==> config.mk <==
export PLATFORM = sky130hd
export DESIGN_NAME = avg_unpool_flat
export DESIGN_NICKNAME = d
export VERILOG_FILES = /design/src/rtl/avg_unpool_if.sv /design/src/rtl/avg_unpool.sv /design/src/flat_wrapper.sv
export SDC_FILE = /design/constraint.sdc
export NUM_CORES = 1
export LEC_CHECK = 0
export CAP_MARGIN = 20
export CORE_MARGIN = 4
export CORE_UTILIZATION = 35
export DETAILED_ROUTE_END_ITERATION = 7
export PLACE_DENSITY = 0.49
export SYNTH_ARGS = -nofsm -noshare
export SYNTH_HDL_FRONTEND = slang
export SYNTH_SLANG_ARGS = --single-unit
==> constraint.sdc <==
create_clock -name clk -period 6.3 [get_ports clk]
set_clock_uncertainty 0.05 [all_clocks]
set_input_delay 0.945 -clock clk [delete_from_list [all_inputs] [get_ports clk]]
set_output_delay 0.945 -clock clk [all_outputs]
set_load 0.01 [all_outputs]
==> src/rtl/avg_unpool_if.sv <==
// rtl/avg_unpool_if.sv - stream and status signals of the 2x2 un-pooling block
interface avg_unpool_if;
    logic        in_valid;
    logic        in_ready;
    logic [15:0] in_data;
    logic        out_valid;
    logic        out_ready;
    logic [15:0] out_data;
    logic        out_last;
    logic        busy;

    // Producer/consumer side: feeds the pooled map, drains the un-pooled map
    modport master (
        output in_valid, in_data, out_ready,
        input  in_ready, out_valid, out_data, out_last, busy
    );

    // Block side
    modport slave (
        input  in_valid, in_data, out_ready,
        output in_ready, out_valid, out_data, out_last, busy
    );
endinterface

==> src/rtl/avg_unpool.sv <==
// rtl/avg_unpool.sv - streaming FP16 2x2 un-pooling; AVG_UNPOOL_SCALE_EN adds the x0.25 scale
module avg_unpool #(
    parameter int IN_W = 14,
    parameter int IN_H = 14
) (
    input  logic       clk,
    input  logic       rst,
    avg_unpool_if.slave bus
);
    localparam int CW = (IN_W > 1) ? $clog2(IN_W) : 1;
    localparam int RW = (IN_H > 1) ? $clog2(IN_H) : 1;
    localparam logic [CW-1:0] COL_LAST = CW'(IN_W - 1);
    localparam logic [RW-1:0] ROW_LAST = RW'(IN_H - 1);

    typedef enum logic {
        ROW_A,
        ROW_B
    } state_t;

    state_t        state_q, state_d;
    logic [CW-1:0] col_q, col_d;
    logic [RW-1:0] row_q, row_d;
    logic          dup_q, dup_d;
    logic          out_valid_q, out_valid_d;
    logic [15:0]   out_data_q, out_data_d;
    logic          busy_q, busy_d;

    logic [15:0]   buf_q [IN_W];
    logic          buf_we;
    logic [CW-1:0] buf_waddr;
    logic [CW-1:0] col_inc;
    logic [15:0]   scaled;
    logic          in_ready;
    logic          in_accept;
    logic          out_hs;

`ifdef AVG_UNPOOL_SCALE_EN
    // Exact FP16 multiply by 0.25 (constant 16'h3400): exponent drops by two,
    // results that fall below the normal range round to nearest-even.
    function automatic logic [15:0] float_mult_quarter(input logic [15:0] x);
        logic [4:0]  e;
        logic [10:0] sig;
        logic [10:0] q;
        logic        rb;
        logic        st;
        e = x[14:10];
        if (e == 5'd31) begin
            return x;
        end
        if (e >= 5'd3) begin
            return {x[15], e - 5'd2, x[9:0]};
        end
        sig = (e == 5'd0) ? {1'b0, x[9:0]} : {1'b1, x[9:0]};
        if (e == 5'd2) begin
            q  = sig >> 1;
            rb = sig[0];
            st = 1'b0;
        end else begin
            q  = sig >> 2;
            rb = sig[1];
            st = sig[0];
        end
        if (rb && (st || q[0])) begin
            q = q + 11'd1;
        end
        // a carry into bit 10 lands in the exponent field, giving the smallest normal
        return {x[15], 4'b0000, q};
    endfunction

    assign scaled = float_mult_quarter(bus.in_data);
`else
    assign scaled = bus.in_data;
`endif

    assign col_inc   = col_q + CW'(1);
    // A new element may only follow the second copy of a non-final column of ROW_A
    assign in_ready  = !rst && (state_q == ROW_A) &&
                       (!out_valid_q || (bus.out_ready && dup_q && (col_q != COL_LAST)));
    assign in_accept = bus.in_valid && in_ready;
    assign out_hs    = out_valid_q && bus.out_ready;

    assign bus.in_ready  = in_ready;
    assign bus.out_valid = out_valid_q;
    assign bus.out_data  = out_data_q;
    assign bus.busy      = busy_q;
    assign bus.out_last  = out_valid_q && (state_q == ROW_B) && (row_q == ROW_LAST) &&
                           (col_q == COL_LAST) && dup_q;

    // Next-state logic for the row/copy sequencer and the output register
    always_comb begin
        state_d     = state_q;
        col_d       = col_q;
        row_d       = row_q;
        dup_d       = dup_q;
        out_valid_d = out_valid_q;
        out_data_d  = out_data_q;
        busy_d      = busy_q;
        buf_we      = 1'b0;
        buf_waddr   = col_q;
        case (state_q)
            ROW_A: begin
                if (out_hs) begin
                    if (!dup_q) begin
                        dup_d = 1'b1;
                    end else if (col_q == COL_LAST) begin
                        state_d    = ROW_B;
                        col_d      = '0;
                        dup_d      = 1'b0;
                        out_data_d = buf_q[0];
                    end else begin
                        col_d       = col_inc;
                        out_valid_d = 1'b0;
                    end
                end
                // col_d already points at the slot for a back-to-back element
                if (in_accept) begin
                    buf_we      = 1'b1;
                    buf_waddr   = col_d;
                    out_data_d  = scaled;
                    out_valid_d = 1'b1;
                    dup_d       = 1'b0;
                    busy_d      = 1'b1;
                end
            end
            ROW_B: begin
                if (out_hs) begin
                    if (!dup_q) begin
                        dup_d = 1'b1;
                    end else if (col_q == COL_LAST) begin
                        state_d     = ROW_A;
                        col_d       = '0;
                        dup_d       = 1'b0;
                        out_valid_d = 1'b0;
                        if (row_q == ROW_LAST) begin
                            row_d  = '0;
                            busy_d = 1'b0;
                        end else begin
                            row_d = row_q + RW'(1);
                        end
                    end else begin
                        col_d      = col_inc;
                        dup_d      = 1'b0;
                        out_data_d = buf_q[col_inc];
                    end
                end
            end
            default: begin
                state_d = ROW_A;
            end
        endcase
    end

    // Sequencer and output registers; reset aborts any frame in flight
    always_ff @(posedge clk or posedge rst) begin
        if (rst) begin
            state_q     <= ROW_A;
            col_q       <= '0;
            row_q       <= '0;
            dup_q       <= 1'b0;
            out_valid_q <= 1'b0;
            out_data_q  <= 16'h0000;
            busy_q      <= 1'b0;
        end else begin
            state_q     <= state_d;
            col_q       <= col_d;
            row_q       <= row_d;
            dup_q       <= dup_d;
            out_valid_q <= out_valid_d;
            out_data_q  <= out_data_d;
            busy_q      <= busy_d;
        end
    end

    // Row buffer holds the already-scaled row for the ROW_B replay
    always_ff @(posedge clk) begin
        if (buf_we) begin
            buf_q[buf_waddr] <= scaled;
        end
    end
endmodule

==> src/flat_wrapper.sv <==
// flat-port wrapper written by rule: the top's interface ports become plain ports
module avg_unpool_flat 
#(
    parameter int IN_W = 14,
    parameter int IN_H = 14
)
  (clk, rst, bus_in_valid, bus_in_data, bus_out_ready, bus_in_ready, bus_out_valid, bus_out_data, bus_out_last, bus_busy);
  avg_unpool_if bus_i ();
  input  logic clk;
  input  logic rst;
  input wire logic [$bits(bus_i.in_valid)-1:0] bus_in_valid;
  input wire logic [$bits(bus_i.in_data)-1:0] bus_in_data;
  input wire logic [$bits(bus_i.out_ready)-1:0] bus_out_ready;
  output wire logic [$bits(bus_i.in_ready)-1:0] bus_in_ready;
  output wire logic [$bits(bus_i.out_valid)-1:0] bus_out_valid;
  output wire logic [$bits(bus_i.out_data)-1:0] bus_out_data;
  output wire logic [$bits(bus_i.out_last)-1:0] bus_out_last;
  output wire logic [$bits(bus_i.busy)-1:0] bus_busy;
  assign bus_i.in_valid = bus_in_valid;
  assign bus_i.in_data = bus_in_data;
  assign bus_i.out_ready = bus_out_ready;
  assign bus_in_ready = bus_i.in_ready;
  assign bus_out_valid = bus_i.out_valid;
  assign bus_out_data = bus_i.out_data;
  assign bus_out_last = bus_i.out_last;
  assign bus_busy = bus_i.busy;
  avg_unpool #(.IN_W(IN_W), .IN_H(IN_H)) u_core (.clk(clk), .rst(rst), .bus(bus_i));
endmodule
==> impl_metrics.toml <==
[placement]
dp_hpwl_mm = 16.5
gp_congestion = 0.817
port_buffers = 39
place_inst = 1039

[timing]
period_share_pct = 65.4
relSlewSlack_pct = 28.7
fmax_ghz = 0.243
tightest_slew_ps = 1070
setup_viol_count_final = 0
hold_viol = 0
setup_tns_ps = 0
drv_slew = 0
rsz0062_at_grt = "no"
timing.hold.ws_ps = 470
period_needed_ps = 4120

[logic_synthesis]
synth_top_area_share_pct = 63.9
synth-async-reset-ratio_pct = 11.1
synth-seq-cells = 252
yosysTopAreaCell = "edfxtp_1"
ys_seq_area_share_pct = 70.6
syn_nets = 661
synth_cells = 639
synth_edf_count = 224
synth.area.top_cells = "edfxtp_1 (64%), mux4_2 (10%), dfrtp_1 (6.7%)"
synth.avg_cell_area_sq_um = 16.5
synth_cell_types = 47
yosys_warnings = 0
ys.flop_type = "edfxtp_1"
syn_area_sq_um = 10500

[cts]
ctsResizeCount = 0
cts_inserted_buffers = 27
cts.sinks = 252
hold_buffers = 0
htree_num_levels = 1
clock_latency_ps = 540
cts_tree = "done"
postCtsSetupBuffers = 0
clock_path_buffers = 3
clockRootBuffer = "clkbuf_16"
path_clk_slew_ps = 60

[floorplanning]
rows = 63
die_x_microns = 181
dieArea_sq_um = 32900
io_pins = 40
die_h_microns = 181
coreArea_sq_um = 29600
initial_utilization_pct = 35.5

[pwr]
irDropWorstVdd_v = 0.000226
leakage_nw = 3.96
finalPower_mw = 5.43
power.density_nw_per_um2 = 439

[finish]
antenna_cells = 0
final.fill_count = 2686
mostFrequentLayoutCells = "edfxtp_1 (224), mux4_2 (48), nand2_1 (44), o21ai_0 (41), clkdlybuf4s50_1 (39)"
fin_cells = 1093
layout_commonest_cell = "edfxtp_1"
area.sequential_sq_um = 7430
layout-drive-gt1-share_pct = 20.5
utilization_pct = 41.7
multiInputGateArea_sq_um = 2840
syn2layout_area_growth_pct = 17.4
layout.nets = 704

[critical_path]
r2r_cells = 6
critical_path_depth = 5
cp_num_buf_inv = 1
path_cells = "ha_2 > and3_4 > nand3_1 > nor3_1 > clkdlybuf4s50_1"
slowest_stage = "dfrtp_4"
cp.required_ps = 5300
crit_type = "reg -> out"
arrival_ps = 3130
startpoint = "u_core.col_q[0]$_DFF_PP0_"
rr_endpoint = "u_core.bus.out_data[2]$_DFFE_PP0P_"
cp_max_fo = 38
rrSetupSlack_ps = 2640
cpPeakStageDelay_ps = 900
cp-start-kind = "register"
crit_family = "flip-flops"
worstReg2RegStart = "u_core.col_q[0]$_DFF_PP0_"
end_kind = "output pin"

[flow_run]
cap_violations = 0

[global_routing]
grt_pass1_vias = 6088
track_usage_pct = 15.9
grt_pass1_wl_mm = 40.0
gr-total-overflow = 0
antenna_found_initial = 0
grt_start_max_net_pins = 50

[drt]
viasPerCell = 5.52
first_pass_iters = 5
drc = 0
wl_per_cell_microns = 24.2
wirelength_mm = 26.4
drt_iter0_markers = 642
vias = 6038
route.antenna.remaining_nets = 0

[hold_path]
hp-class = "reg -> reg"
min-delay-start = "u_core.row_q[0]$_DFFE_PP0P_"
hold_depth = 1
hold-path-endpoint = "u_core.row_q[0]$_DFFE_PP0P_"

[run_status]
outcome = "finished, final reports clean"
## state kept, by name, summed over array words and instances (netlist names)
name,cells
u_core.bus.out_data,16
u_core.bus.out_valid,1
u_core.bus.busy,1
u_core.row_q,4
u_core.dup_q,1
u_core.state_q,1
u_core.col_q,4
u_core.buf_q,224
## cell usage after synthesis (all sizes together) (17+ instances only)
cell and count:
edfxtp 224, mux4 48, nand2 45, o21ai 41
nor2 39, dfrtp 28, buf 25, inv 21
nor3 21, a21oi 20, a211oi 18, o22ai 17
## worst reg2reg max path: stages (launching register included)
cell and delay (ps):
dfrtp_4 900, ha_2 370, nand4_1 670, a21oi_1 450, a31oi_1 90, o22ai_2 740
o32a_1 320
## cell type report
type | count | area share (%)
Sequential cell | 252 | 60.1
Multi-Input combinational cell | 325 | 23.0
Clock buffer | 38 | 6.05
Timing Repair Buffer | 55 | 4.70
Tap cell | 390 | 3.95
Clock inverter | 12 | 1.51
Inverter | 21 | 0.638
## through the flow
stage | setup slack (ps) | cell area (sq um)
after detailed placement | 2400 | 11300
after global routing | 1910 | 12400
after global placement | 2340 | 11300
after CTS | 2080 | 12300
final | 2180 | 12400
after floorplan | 3390 | 10500
## per-layer routing
metal  GRT usage (%)  part of all wire (%)  vias up
met3            2.66                   6.0       48
met4            4.41                   2.8        0
met2            25.5                    47      230
met1            22.6                    44     3127
met5               0                     0        -
li1                -                     -     2633
## how the worst max path moves through the flow
| stage | endpoint |
|---|---|
| 6_report | bus_out_last |
| 5_1_grt | bus_out_last |
| 4_1_cts | bus_out_last |
| 3_5_place_dp | u_core.buf_q[13][0]$_DFFE_PP_ |
| 3_3_place_gp | u_core.buf_q[9][12]$_DFFE_PP_ |
| 2_1_floorplan | u_core.buf_q[4][0]$_DFFE_PP_ |
## kinds of logic after synthesis
family                     Yosys count  synth area share [%]
buffers and inverters               62                  2.95
DFF                                252                  70.6
xor gates and xnor gates             7                 0.654
and+or+nand+nor                    121                  5.24
adders and majority gates            2                 0.238
AOI/OAI and AO/OA                  129                  8.18
muxes                               66                  12.2
## where the power goes
group	internal, mW	switching [mW]
registers	1.96	0.185
logic	0.735	0.887
clock network	1.03	0.633
Power figures use the tool's default switching activity.
